### src/rtl/enemy_base_pkg.sv
// enemy_base_pkg: shared constants, state type and helpers for the enemy base
// controller. Imported by enemy_base_if, enemy_base_fsm and enemy_base_ctrl.
package enemy_base_pkg;

  localparam int N_BASES        = 4;
  localparam int BASE_W         = 64;
  localparam int BASE_H         = 72;
  localparam int SCREEN_W       = 640;
  localparam int SCREEN_H       = 480;
  localparam int EXPLODE_FRAMES = 16;
  localparam int RESPAWN_FRAMES = 120;

  // Home corners, index 0 in the low slot.
  localparam logic [N_BASES-1:0][9:0] HOME_X = {10'd500, 10'd100, 10'd400, 10'd200};
  localparam logic [N_BASES-1:0][9:0] HOME_Y = {10'd80,  10'd350, 10'd300, 10'd100};

  typedef enum logic [1:0] {
    ST_ALIVE   = 2'd0,
    ST_EXPLODE = 2'd1,
    ST_DEAD    = 2'd2
  } base_state_t;

  function automatic logic [2:0] popcount(input logic [N_BASES-1:0] v);
    logic [2:0] c;
    c = '0;
    for (int i = 0; i < N_BASES; i++) c = c + 3'(v[i]);
    return c;
  endfunction

endpackage

### src/rtl/enemy_base_if.sv
// enemy_base_if: groups the scroll/hit/pixel inputs and the per-base position,
// status, draw and score outputs of enemy_base_ctrl.
//   master: bench/game side (drives direction, hit, DrawX, DrawY)
//   slave : enemy_base_ctrl (drives Base_X, Base_Y, alive, draw_*, score_inc)
interface enemy_base_if;
  import enemy_base_pkg::*;

  logic [3:0]                 direction;
  logic [N_BASES-1:0]         hit;
  logic [9:0]                 DrawX;
  logic [9:0]                 DrawY;
  logic [N_BASES-1:0][9:0]    Base_X;
  logic [N_BASES-1:0][9:0]    Base_Y;
  logic [N_BASES-1:0]         alive;
  logic                       draw_valid;
  logic [1:0]                 draw_sel;
  logic                       draw_explode;
  logic [2:0]                 score_inc;

  modport master (
    output direction, hit, DrawX, DrawY,
    input  Base_X, Base_Y, alive, draw_valid, draw_sel, draw_explode, score_inc
  );

  modport slave (
    input  direction, hit, DrawX, DrawY,
    output Base_X, Base_Y, alive, draw_valid, draw_sel, draw_explode, score_inc
  );
endinterface

### src/rtl/enemy_base_fsm.sv
// enemy_base_fsm: state, explode/respawn timers and scrolled position of one base.
// Ports: clk, rst (sync active-high), frame_evt_i (one-cycle frame event),
//        dir_i (one-hot scroll), hit_i, x_o/y_o (top-left corner), state_o.
// Optional feature: BASE_RESPAWN_EN adds a DEAD timer that returns the base home.
//
// state     | meaning
// ----------+---------------------------------------------------------
// S_ALIVE   | visible, scrolls, accepts hit
// S_EXPLODE | visible, scrolls, counts down EXPLODE_FRAMES frame events
// S_DEAD    | hidden, frozen; terminal unless respawn timer is built in
module enemy_base_fsm
  import enemy_base_pkg::*;
#(
  parameter logic [9:0] HOME_X_P = 10'd0,
  parameter logic [9:0] HOME_Y_P = 10'd0
) (
  input  logic        clk,
  input  logic        rst,
  input  logic        frame_evt_i,
  input  logic [3:0]  dir_i,
  input  logic        hit_i,
  output logic [9:0]  x_o,
  output logic [9:0]  y_o,
  output base_state_t state_o
);

  localparam logic [1:0] S_ALIVE   = 2'd0;
  localparam logic [1:0] S_EXPLODE = 2'd1;
  localparam logic [1:0] S_DEAD    = 2'd2;
  localparam logic [9:0] X_MAX     = 10'(SCREEN_W - 1);
  localparam logic [9:0] Y_MAX     = 10'(SCREEN_H - 1);

  logic [1:0] state_q, state_d;
  logic [9:0] x_q, x_d, y_q, y_d;
  logic [4:0] expl_cnt_q, expl_cnt_d;
`ifdef BASE_RESPAWN_EN
  logic [6:0] resp_cnt_q, resp_cnt_d;
`endif

  always_comb begin
    state_d    = state_q;
    x_d        = x_q;
    y_d        = y_q;
    expl_cnt_d = expl_cnt_q;
`ifdef BASE_RESPAWN_EN
    resp_cnt_d = resp_cnt_q;
`endif

    // Movement and state change are independent so a hit on a frame event does both.
    if (frame_evt_i && (state_q != S_DEAD)) begin
      case (dir_i)
        4'b1000: y_d = (y_q == Y_MAX) ? 10'd0 : y_q + 10'd1;
        4'b0100: y_d = (y_q == 10'd0) ? Y_MAX : y_q - 10'd1;
        4'b0010: x_d = (x_q == 10'd0) ? X_MAX : x_q - 10'd1;
        4'b0001: x_d = (x_q == X_MAX) ? 10'd0 : x_q + 10'd1;
        default: ;
      endcase
    end

    case (state_q)
      S_ALIVE: begin
        if (hit_i) begin
          state_d    = S_EXPLODE;
          expl_cnt_d = 5'(EXPLODE_FRAMES);
        end
      end
      S_EXPLODE: begin
        if (frame_evt_i) begin
          expl_cnt_d = expl_cnt_q - 5'd1;
          if (expl_cnt_q == 5'd1) begin
            state_d = S_DEAD;
`ifdef BASE_RESPAWN_EN
            resp_cnt_d = 7'(RESPAWN_FRAMES);
`endif
          end
        end
      end
      S_DEAD: begin
`ifdef BASE_RESPAWN_EN
        if (frame_evt_i) begin
          resp_cnt_d = resp_cnt_q - 7'd1;
          if (resp_cnt_q == 7'd1) begin
            state_d = S_ALIVE;
            x_d     = HOME_X_P;
            y_d     = HOME_Y_P;
          end
        end
`endif
      end
      default: state_d = S_ALIVE;
    endcase
  end

  always_ff @(posedge clk) begin
    if (rst) begin
      state_q    <= S_ALIVE;
      x_q        <= HOME_X_P;
      y_q        <= HOME_Y_P;
      expl_cnt_q <= '0;
`ifdef BASE_RESPAWN_EN
      resp_cnt_q <= '0;
`endif
    end else begin
      state_q    <= state_d;
      x_q        <= x_d;
      y_q        <= y_d;
      expl_cnt_q <= expl_cnt_d;
`ifdef BASE_RESPAWN_EN
      resp_cnt_q <= resp_cnt_d;
`endif
    end
  end

  assign x_o     = x_q;
  assign y_o     = y_q;
  assign state_o = base_state_t'(state_q);

endmodule

### src/rtl/enemy_base_ctrl.sv
// enemy_base_ctrl: N_BASES enemy bases scrolling with the map, hit/explode/dead
// tracking, per-pixel draw arbitration and score increments.
// Ports: vga_clk (sole clock), Reset (sync active-high), frame_clk (frame tick
//        level), bus (enemy_base_if.slave: direction, hit, DrawX/DrawY in;
//        Base_X/Base_Y, alive, draw_valid, draw_sel, draw_explode, score_inc out).
// Optional feature: BASE_RESPAWN_EN (see enemy_base_fsm).
module enemy_base_ctrl
  import enemy_base_pkg::*;
(
  input  logic         vga_clk,
  input  logic         Reset,
  input  logic         frame_clk,
  enemy_base_if.slave  bus
);

  logic                    frame_q;
  logic                    frame_evt;
  logic [N_BASES-1:0][9:0] x_w, y_w, dx_w, dy_w;
  logic [N_BASES-1:0]      alive_w, explode_w, cover_w;
  logic                    valid_d, valid_q;
  logic [1:0]              sel_d, sel_q;
  logic                    expl_d, expl_q;
  logic [2:0]              score_q;

  assign frame_evt = frame_clk & ~frame_q;

  for (genvar g = 0; g < N_BASES; g++) begin : g_base
    base_state_t st;

    enemy_base_fsm #(
      .HOME_X_P (HOME_X[g]),
      .HOME_Y_P (HOME_Y[g])
    ) u_fsm (
      .clk         (vga_clk),
      .rst         (Reset),
      .frame_evt_i (frame_evt),
      .dir_i       (bus.direction),
      .hit_i       (bus.hit[g]),
      .x_o         (x_w[g]),
      .y_o         (y_w[g]),
      .state_o     (st)
    );

    assign alive_w[g]   = (st == ST_ALIVE);
    assign explode_w[g] = (st == ST_EXPLODE);
    // 10-bit differences wrap mod 1024, so a base near the right/bottom edge
    // still covers pixels past 639/479 without special casing.
    assign dx_w[g]      = bus.DrawX - x_w[g];
    assign dy_w[g]      = bus.DrawY - y_w[g];
    assign cover_w[g]   = (alive_w[g] | explode_w[g]) &&
                          (dx_w[g] < 10'(BASE_W)) && (dy_w[g] < 10'(BASE_H));
  end

  // Scan high to low so the lowest covering index wins.
  always_comb begin
    valid_d = 1'b0;
    sel_d   = '0;
    expl_d  = 1'b0;
    for (int i = N_BASES - 1; i >= 0; i--) begin
      if (cover_w[i]) begin
        valid_d = 1'b1;
        sel_d   = 2'(i);
        expl_d  = explode_w[i];
      end
    end
  end

  always_ff @(posedge vga_clk) begin
    if (Reset) begin
      frame_q <= 1'b0;
      score_q <= '0;
      valid_q <= 1'b0;
      sel_q   <= '0;
      expl_q  <= 1'b0;
    end else begin
      frame_q <= frame_clk;
      score_q <= popcount(bus.hit & alive_w);
      valid_q <= valid_d;
      sel_q   <= sel_d;
      expl_q  <= expl_d;
    end
  end

  assign bus.Base_X       = x_w;
  assign bus.Base_Y       = y_w;
  assign bus.alive        = alive_w;
  assign bus.draw_valid   = valid_q;
  assign bus.draw_sel     = sel_q;
  assign bus.draw_explode = expl_q;
  assign bus.score_inc    = score_q;

endmodule

### src/flat_wrapper.sv
// flat-port wrapper written by rule: the top's interface ports become plain ports
module enemy_base_ctrl_flat import enemy_base_pkg::*;
  (vga_clk, Reset, frame_clk, bus_direction, bus_hit, bus_DrawX, bus_DrawY, bus_Base_X, bus_Base_Y, bus_alive, bus_draw_valid, bus_draw_sel, bus_draw_explode, bus_score_inc);
  enemy_base_if bus_i ();
  input  logic vga_clk;
  input  logic Reset;
  input  logic frame_clk;
  input wire logic [$bits(bus_i.direction)-1:0] bus_direction;
  input wire logic [$bits(bus_i.hit)-1:0] bus_hit;
  input wire logic [$bits(bus_i.DrawX)-1:0] bus_DrawX;
  input wire logic [$bits(bus_i.DrawY)-1:0] bus_DrawY;
  output wire logic [$bits(bus_i.Base_X)-1:0] bus_Base_X;
  output wire logic [$bits(bus_i.Base_Y)-1:0] bus_Base_Y;
  output wire logic [$bits(bus_i.alive)-1:0] bus_alive;
  output wire logic [$bits(bus_i.draw_valid)-1:0] bus_draw_valid;
  output wire logic [$bits(bus_i.draw_sel)-1:0] bus_draw_sel;
  output wire logic [$bits(bus_i.draw_explode)-1:0] bus_draw_explode;
  output wire logic [$bits(bus_i.score_inc)-1:0] bus_score_inc;
  assign bus_i.direction = bus_direction;
  assign bus_i.hit = bus_hit;
  assign bus_i.DrawX = bus_DrawX;
  assign bus_i.DrawY = bus_DrawY;
  assign bus_Base_X = bus_i.Base_X;
  assign bus_Base_Y = bus_i.Base_Y;
  assign bus_alive = bus_i.alive;
  assign bus_draw_valid = bus_i.draw_valid;
  assign bus_draw_sel = bus_i.draw_sel;
  assign bus_draw_explode = bus_i.draw_explode;
  assign bus_score_inc = bus_i.score_inc;
  enemy_base_ctrl u_core (.vga_clk(vga_clk), .Reset(Reset), .frame_clk(frame_clk), .bus(bus_i));
endmodule
### config.mk
export PLATFORM = sky130hd
export DESIGN_NAME = enemy_base_ctrl_flat
export DESIGN_NICKNAME = d
export VERILOG_FILES = /design/src/rtl/enemy_base_pkg.sv /design/src/rtl/enemy_base_if.sv /design/src/rtl/enemy_base_fsm.sv /design/src/rtl/enemy_base_ctrl.sv /design/src/flat_wrapper.sv
export SDC_FILE = /design/constraint.sdc
export NUM_CORES = 1
export LEC_CHECK = 0
export CELL_PAD_IN_SITES_DETAIL_PLACEMENT = 1
export CELL_PAD_IN_SITES_GLOBAL_PLACEMENT = 1
export CORE_ASPECT_RATIO = 2
export CORE_MARGIN = 2
export CORE_UTILIZATION = 35
export CTS_BUF_LIST = sky130_fd_sc_hd__clkbuf_16
export DETAILED_ROUTE_END_ITERATION = 16
export DONT_BUFFER_PORTS = 1
export HOLD_SLACK_MARGIN = 0.03
export PLACE_DENSITY = 0.71
export SYNTH_ARGS = -nofsm -noshare
export SYNTH_HDL_FRONTEND = slang
export SYNTH_SLANG_ARGS = --single-unit
### constraint.sdc
create_clock -name vga_clk -period 3.45 [get_ports vga_clk]
set_input_delay 0.1725 -clock vga_clk [delete_from_list [all_inputs] [get_ports vga_clk]]
set_output_delay 0.1725 -clock vga_clk [all_outputs]
set_load 0.1 [all_outputs]
Yosys cells after proc, flatten, opt, wreduce, memory -nomap -nowiden
Cells that the tools add are included.
- add/sub/neg operators: 31
- magnitude comparators: 8
- equality and inequality tests: 40
- multiplexer cells: 63
- bitwise operators: 11
- reduce and logical (&&, ||, !) cells: 48
- operator list (cell ; number):
    $mux 10 ; 16
    $pmux 10 s2 ; 8
    $add 10x1->10 const B ; 8
    $logic_not 10->1 ; 8
    $lt 10x7->1 const B ; 8
    $sub 10x1->10 const B ; 8
    $sub 10x10->10 ; 8
    $eq 10x10->1 const B ; 4
    $eq 10x9->1 const B ; 4
    $mux 5 ; 8
    $pmux 5 s2 ; 4
    $ne 2x2->1 const B ; 16
    $mux 2 ; 14
    $pmux 2 s3 ; 4
    $eq 5x1->1 const B ; 4
    $sub 5x1->5 const B ; 4
    $reduce_and 2->1 ; 8
    $reduce_and 4->1 ; 4
    $logic_and 1x1->1 ; 12
    $reduce_and 3->1 ; 4
    $reduce_bool 2->1 ; 6
    $mux 1 ; 9
    $eq 2x1->1 const B ; 4
    $eq 2x2->1 const B ; 4
    13 further kinds ; 24
- bits in registers: 116
- input bits: 31
- output and inout bits: 91
- word-level logic and storage cells: 223

Depth between registers and ports, before layout
Gate-level depths: netlist of run 1.
- depth after elaboration: 8
- mapped depth: 12
- depth with buffers taken out: 11

By module
A second synthesis of run 1 with hierarchy kept.
- cell total of the unflattened synthesis: 1507
- area total of the unflattened synthesis: 11078.1 µm²
- by module, submodules not included (module ; times used ; cells each ; area each (µm²) ; sequential area each (µm²)):
    enemy_base_ctrl ; 1 ; 395 ; 2783.9 ; 160.2
    enemy_base_fsm (u_core.g_base[3].u_fsm) ; 1 ; 275 ; 2100.8 ; 540.5
    enemy_base_fsm (u_core.g_base[1].u_fsm) ; 1 ; 285 ; 2092.0 ; 540.5
    enemy_base_fsm (u_core.g_base[0].u_fsm) ; 1 ; 276 ; 2054.5 ; 540.5
    enemy_base_fsm (u_core.g_base[2].u_fsm) ; 1 ; 276 ; 2047.0 ; 540.5

Least setup slack after synthesis of run 1
No wires, ideal clock.
- path kind: register to register
- start point: register u_core.g_base[1].u_fsm.y_q[5]
- end point: register u_core.expl_q, in the netlist u_core.bus.draw_explode
- setup time: 0.132 ns
- arrival: 3.303 ns
- data required time: 3.318 ns
- path slack: 0.014 ns
- cell stages (with the launch flop): 12
- buffers on the path: 0
- period minus slack after synthesis: 3.436 ns
- cell sequence: dfxtp_1 > inv_1 > ha_1 > a21oi_1 > nand2_1 > a22o_1 > or4_1 > a221o_1 > a211oi_2 > nor2_1 > o21ai_0 > a21oi_1
- longest elaborated chain between the ends: 5
- RTL lines (what ; RTL line ; RTL):
    start: declaration ; enemy_base_fsm.sv:34 ; logic [9:0] x_q, x_d, y_q, y_d;
    start signal: assignment ; enemy_base_fsm.sv:106 ; y_q <= y_d;
    $sub 10x10->10 ; enemy_base_ctrl.sv:49 ; assign dy_w[g] = bus.DrawY - y_w[g];
    $lt 10x7->1 ; enemy_base_ctrl.sv:51 ; (dx_w[g] < 10'(BASE_W)) && (dy_w[g] < 10'(BASE_H));
    $logic_and 1x1->1 ; enemy_base_ctrl.sv:51 ;
    $mux 1 (2 in a row) ; enemy_base_ctrl.sv:60 ; if (cover_w[i]) begin
    end signal: assignment ; enemy_base_ctrl.sv:80 ; expl_q <= expl_d;
    end: declaration ; enemy_base_ctrl.sv:22 ; logic expl_d, expl_q;
Every way passes these cells.
A chain may end at the register's enable or synchronous reset.

Worst setup path after layout of run 1
Same ends and word-level chain as after synthesis.

==> results.json, run 1 <==
{
  "status": "complete, no violations",
  "dieHeight_um": 243.5,
  "die_area_sq_um": 30140,
  "required_ns": 3.77,
  "avgSynthCellArea_sq_um": 7.146,
  "setup_viol": 0,
  "stdcell_count": 1830,
  "io_pins": 122,
  "slowest_delay_ns": 0.49,
  "cts_buffer_depth": 2,
  "cp-end-kind": "flop",
  "fin_skew_ns": 0.009163,
  "area.growth.synth_to_final_pct": 16.64,
  "met3_usage_pct": 5.899,
  "synth-warning-count": 0,
  "ys_types": 73,
  "grt-ovfl-total": 0,
  "fmax_mhz": 348.9,
  "gp_congestion": 0.9022,
  "total_power_mw": 4.291,
  "cts-root-buf": "clkbuf_16",
  "cts_hold_buffers": 6,
  "worst_pin_slew_ns": 1.025,
  "holdWs_ns": 0.07864,
  "ant_nets": 0,
  "finalHoldViolCount": 0,
  "row_count": 87,
  "async_reset_ff_share_pct": 0,
  "vias": 11202,
  "r2r_cells": 11,
  "crit_type": "reg2reg",
  "crit_chain": "inv_1 > ha_1 > a21oi_1 > nand2_1 > a22o_1 > or4_1 > a221o_1 > a211oi_2 > nor2_1 > o21ai_0 > a21oi_1",
  "yosysTopAreaCell": "dfxtp_1",
  "worst-path-buf-inv": 1,
  "synth-seq-area-share_pct": 23.13,
  "path_max_fanout": 5,
  "ir_worst_vdd_mv": 0.3502,
  "viasPerCell": 6.121,
  "r2r-start": "u_core.g_base[1].u_fsm.y_o[5]",
  "io_buffers": 0,
  "setup_tns_ns": 0,
  "leakagePower_nw": 4.680,
  "use_met2_pct": 52.42,
  "synth-edff-count": 0,
  "n_antenna_cell": 0,
  "grt_max_degree": 98,
  "antenna_found_initial": 0,
  "final_area_sq_um": 11710,
  "numClockSinks": 116,
  "power_density_nw_per_um2": 366.4,
  "synth_top_area_share_pct": 23.13,
  "timing.rr.end": "u_core.bus.draw_explode",
  "fin_crit_sh_pct": 83.08,
  "placed_cell_area_sq_um": 10970,
  "die_w_um": 123.8,
  "cp-start-kind": "flop",
  "cts_inserted_buffers": 17,
  "ctsHtreeMaxLevel": 4,
  "whs_path_depth": 2,
  "hold_path_class": "in2reg",
  "grt_pass1_vias": 11938,
  "synth_cells": 1405,
  "dp_cells": 1793,
  "insertion_delay_ns": 0.46,
  "drt_wl_total_um": 40190,
  "grt_pass1_wl_um": 62540,
  "hold_start": "Reset",
  "core_sq_um": 28190,
  "initial_core_util_pct": 35.61,
  "drtIter0Drc": 574,
  "drive_above_1_share_pct": 9.973,
  "final_cell_mix": "nor2_1 (146), a21oi_1 (137), nand2_1 (117), dfxtp_1 (116), inv_1 (101)",
  "drc_errors": 0,
  "firstDrtPassIters": 5,
  "dp_hpwl_um": 31080,
  "grt_usage_pct": 26.93,
  "slowest_stage": "or4_1",
  "crit_family": "compound AO/OA/AOI/OAI gates",
  "fin_crit_ns": 2.866,
  "grtUsageMet1_pct": 23.23,
  "ys.flop_type": "dfxtp_1",
  "r2r_setup_slack_ns": 0.58,
  "top_usage_layer": "met2",
  "drv_slew": 0,
  "layout_commonest_cell": "nor2_1",
  "nets": 1584,
  "max_slew_margin_pct": 31.54,
  "synth_area_leaders": "dfxtp_1 (23%), ha_1 (11%), a21oi_1 (6.8%), nor2_1 (5.6%), nand2_1 (4.4%)",
  "wl_per_cell_um": 21.96,
  "cts-resized-gates": 0,
  "rsz0062_at_grt": "false",
  "drv_cap": 0,
  "clkTransAtPathRegs_ns": 0.06,
  "holdPathEnd": "u_core.g_base[0].u_fsm.y_o[1]",
  "cts_tree": "yes",
  "critPathArrivalTime_ns": 3.19,
  "worst_path_most_repeated_cell": "a21oi_1",
  "syn_area_sq_um": 10040,
  "ys_seq_elements": 116,
  "postCtsSetupBuffers": 0,
  "syn-num-nets": 1527
}
how the worst max path moves through the flow:
stage | startpoint | endpoint | slack, ns | cells past startpoint
2_1_floorplan | u_core.g_base[1].u_fsm.y_o[5] | u_core.bus.draw_explode | 0.01 | 11
3_3_place_gp | u_core.g_base[1].u_fsm.y_o[5] | u_core.bus.draw_explode | 0.70 | 11
3_5_place_dp | u_core.g_base[1].u_fsm.y_o[5] | u_core.bus.draw_explode | 0.65 | 11
4_1_cts | u_core.g_base[1].u_fsm.y_o[5] | u_core.bus.draw_explode | 0.61 | 11
5_1_grt | u_core.g_base[1].u_fsm.y_o[5] | u_core.bus.draw_explode | 0.36 | 11
6_report | u_core.g_base[1].u_fsm.y_o[5] | u_core.bus.draw_explode | 0.58 | 11
report_power, final:
| group | leakage, nW | internal, mW | switching (mW) |
|---|---|---|---|
| sequential | 0.942 | 1.38 | 0.0726 |
| combinational | 3.43 | 0.246 | 0.506 |
| clock | 0.305 | 1.34 | 0.738 |
sequential cells by signal, indices dropped and copies added, names as in the netlist:
register / flops
u_core.g_base.u_fsm.y_o: 40
u_core.g_base.u_fsm.x_o: 40
u_core.bus.draw_valid: 1
u_core.g_base.u_fsm.state_o: 8
u_core.bus.score_inc: 3
u_core.frame_q: 1
u_core.bus.draw_explode: 1
u_core.bus.draw_sel: 2
u_core.g_base.u_fsm.expl_cnt_q: 20
cell families after synthesis:
family,Yosys count,share of synthesized area (%)
adder cells (fa/ha/maj),91,11.42
XOR/XNOR,45,3.926
AND/OR/NAND/NOR,559,27.32
multiplexers,15,1.495
AO/OA/AOI/OAI,414,26.31
flip-flops,116,23.13
buffers and inverters,165,6.406
area by class of cell:
type / count / area [sq um]
clock buffers: 17 / 425.4
flip-flops and latches: 116 / 2322
fillers: 3504 / 16480
repair buffers: 100 / 795.8
well taps: 356 / 445.4
clock inverters: 14 / 235.2
multi-input cells: 1124 / 7099
inverters: 103 / 386.6
synth_stat cells, types with 20 or more instances:
| cell | count |
|---|---|
| xor2_1 | 20 |
| and3_1 | 28 |
| clkbuf_1 | 43 |
| a211oi_1 | 27 |
| ha_1 | 90 |
| nand3_1 | 53 |
| nor3_1 | 67 |
| dfxtp_1 | 116 |
| nand2_1 | 117 |
| nor2_1 | 150 |
| nor4_1 | 26 |
| xnor2_1 | 25 |
| a21oi_1 | 137 |
| inv_1 | 101 |
| nand4_1 | 23 |
| o21ai_0 | 87 |
worst reg2reg max path: cells and delay by family, from the launching register on:
kind / cells / cell delay (ns)
AO/OA/AOI/OAI: 6 / 1.26
adder cells (fa/ha/maj): 1 / 0.37
buffers and inverters: 1 / 0.09
flip-flops: 1 / 0.33
AND/OR/NAND/NOR: 3 / 0.69
routing by layer:
metal	routed length, um	share of wire (%)
met5	0	0
met4	2615	6.5
met3	1862	4.6
met2	22380	56
met1	13320	33
metrics by stage:
stage	worst slack [ns]	util, %
finish	0.5839	41.53
floorplan	0.01443	-
detailed placement	0.6490	38.92
global route	0.3621	41.53
global placement	0.6989	38.92
CTS	0.6135	41.53
Note: power is estimated with default switching activity, not from simulation.
==> inputs of run 2 (changes only) <==
Settings changed: PLACE_DENSITY 0.71 to 0.74.
Clock period 3.45 ns to 2.4 ns, I/O delays scaled along.
==> run 2 against run 1 <==
  * The run now ends with negative hold slack, negative setup slack left
  * Worst hold slack got worse by 0.35 ns
  * First-iteration DRC count is 3.8% lower
  * Global-route usage grew 1.0 points
  * Sequential share of layout area is 1.0 points lower
  * Clock power up 9%
  * Combinational power increased by 65%
  * Count of clock-buffer cells in the layout is the same
  * Total power grew 30%
  * Flip-flop and latch count stayed put
  * Critical path depth did not move
  * Critical endpoint unchanged
  * Largest cell class unchanged
  * Largest power group unchanged
  * Highest routed layer unchanged
==> results.json, run 2 (synthesized netlist as in run 1, its figures left out) <==
{
  "status": "complete, but fails checks",
  "violations": "negative hold slack, negative setup slack",
  "core_sq_um": 28190,
  "total_power_mw": 5.572,
  "top_usage_layer": "met2",
  "firstDrtPassIters": 4,
  "path_max_fanout": 3,
  "cts_inserted_buffers": 17,
  "fin_skew_ns": 0.01030,
  "drv_slew": 0,
  "die_w_um": 123.8,
  "ir_worst_vdd_mv": 0.4827,
  "io_pins": 122,
  "cts_buffer_depth": 2,
  "cp-end-kind": "flop",
  "dp_hpwl_um": 31800,
  "cp-start-kind": "flop",
  "leakagePower_nw": 5.412,
  "use_met2_pct": 53.85,
  "numClockSinks": 116,
  "ant_nets": 0,
  "nets": 1723,
  "gp_congestion": 0.8999,
  "holdWs_ns": -0.2728,
  "layout_commonest_cell": "buf_4",
  "power_density_nw_per_um2": 421.6,
  "rsz0062_at_grt": "true",
  "n_antenna_cell": 0,
  "slowest_stage": "ha_1",
  "hold_path_class": "in2reg",
  "wl_per_cell_um": 21.44,
  "grt_pass1_wl_um": 65870,
  "area.growth.synth_to_final_pct": 31.64,
  "drt_wl_total_um": 42250,
  "fin_crit_sh_pct": 103.5,
  "setup_viol": 3,
  "insertion_delay_ns": 0.45,
  "vias": 11871,
  "grt-ovfl-total": 0,
  "die_area_sq_um": 30140,
  "fillerInstances": 3519,
  "cts-root-buf": "clkbuf_16",
  "cts_tree": "yes",
  "dieHeight_um": 243.5,
  "clkTransAtPathRegs_ns": 0.06,
  "required_ns": 2.78,
  "viasPerCell": 6.026,
  "max_slew_margin_pct": 32.62,
  "critPathArrivalTime_ns": 2.87,
  "fin_crit_ns": 2.484,
  "grtUsageMet1_pct": 24.98,
  "slowest_delay_ns": 0.34,
  "grt_usage_pct": 27.96,
  "finalHoldViolCount": 63,
  "initial_core_util_pct": 35.61,
  "drc_errors": 0,
  "worst_pin_slew_ns": 1.009,
  "io_buffers": 0,
  "drv_cap": 0,
  "ctsHtreeMaxLevel": 4,
  "timing.final.ws_setup_ns": -0.08432,
  "fmax_mhz": 402.5,
  "crit_chain": "inv_1 > ha_1 > a21o_1 > a221oi_2 > nor2b_2 > o211ai_1 > nor4_2 > buf_4 > and4b_1 > o21ai_1 > a21oi_1",
  "dp_slack_ns": -0.1882,
  "grt_pass1_vias": 12690,
  "antenna_found_initial": 0,
  "met3_usage_pct": 6.554,
  "grt_max_degree": 99,
  "drive_above_1_share_pct": 22.92,
  "drtIter0Drc": 552,
  "setup_tns_ns": -0.1544,
  "row_count": 87,
  "final_cell_mix": "buf_4 (193), nor2_1 (144), a21oi_1 (131), nand2_1 (117), inv_1 (98)",
  "crit_type": "reg2reg"
}
==> run 2: changes by cell type in the layout (fill, tap and decap cells not counted), sizes merged <==
cell         previous run  this run
buf                    95       204
dlygate4sd3             5        35
bufinv                  6         0
clkinv                  3         9
inv                   103       108
clkinvlp                5         1
==> run 2: metal layers <==
metal  routed length (um)  share of wire [%]
met5                    0                  0
met4                 2578                6.1
met3                 2036                4.8
met2                23650                 56
met1                13980                 33
==> run 2: cell type report <==
class                   count  area [sq um]  area share, %
multi-input cells        1124          7438          56.28
repair buffers            239          1958          14.82
well taps                 356         445.4          3.370
clock inverters            15         62.56         0.4734
inverters                 103         400.4          3.029
flip-flops and latches    116          2486          18.81
clock buffers              17         425.4          3.219
==> run 2: where the power goes <==
group          switching [mW]  internal (mW)  total [mW]
clock network           0.999           1.26        2.26
logic                   0.756          0.487        1.24
registers               0.103           1.97        2.07
==> run 2: what timing repair did <==
item,4_1_cts,5_1_grt
gates resized for setup,14,37
endpoints found under the hold margin,98,64
buffers inserted,5,6
pin swaps,13,16
hold buffers,34,1
setup endpoints to repair,4,22
==> run 2: path summary, 6_finish.rpt <==
check	slack (ns)	cells after the start	endpoint	from
min	-0.27	1	u_core.g_base[0].u_fsm.y_o[1]	Reset
max	-0.08	11	u_core.bus.draw_explode	u_core.g_base[3].u_fsm.x_o[4]
min reg2reg	0.54	2	u_core.g_base[0].u_fsm.x_o[1]	u_core.g_base[0].u_fsm.x_o[1]
max reg2reg	-0.08	11	u_core.bus.draw_explode	u_core.g_base[3].u_fsm.x_o[4]
==> run 2: worst max-delay path, delay by kind of cell, from the launching register on <==
kind	cells	cell delay (ns)
buffers and inverters	2	0.24
flip-flops	1	0.32
AO/OA/AOI/OAI	5	0.84
AND/OR/NAND/NOR	3	0.67
adder cells (fa/ha/maj)	1	0.34
==> run 2: through the flow <==
step                util [%]  std cells  instance area [sq um]
finish                 46.88       1970                  13220
global route           46.88       1970                  13220
CTS                    46.13       1963                  13010
detailed placement     42.72       1892                  12040
global placement       42.72       1892                  12040
floorplan                  -       1405                  10360
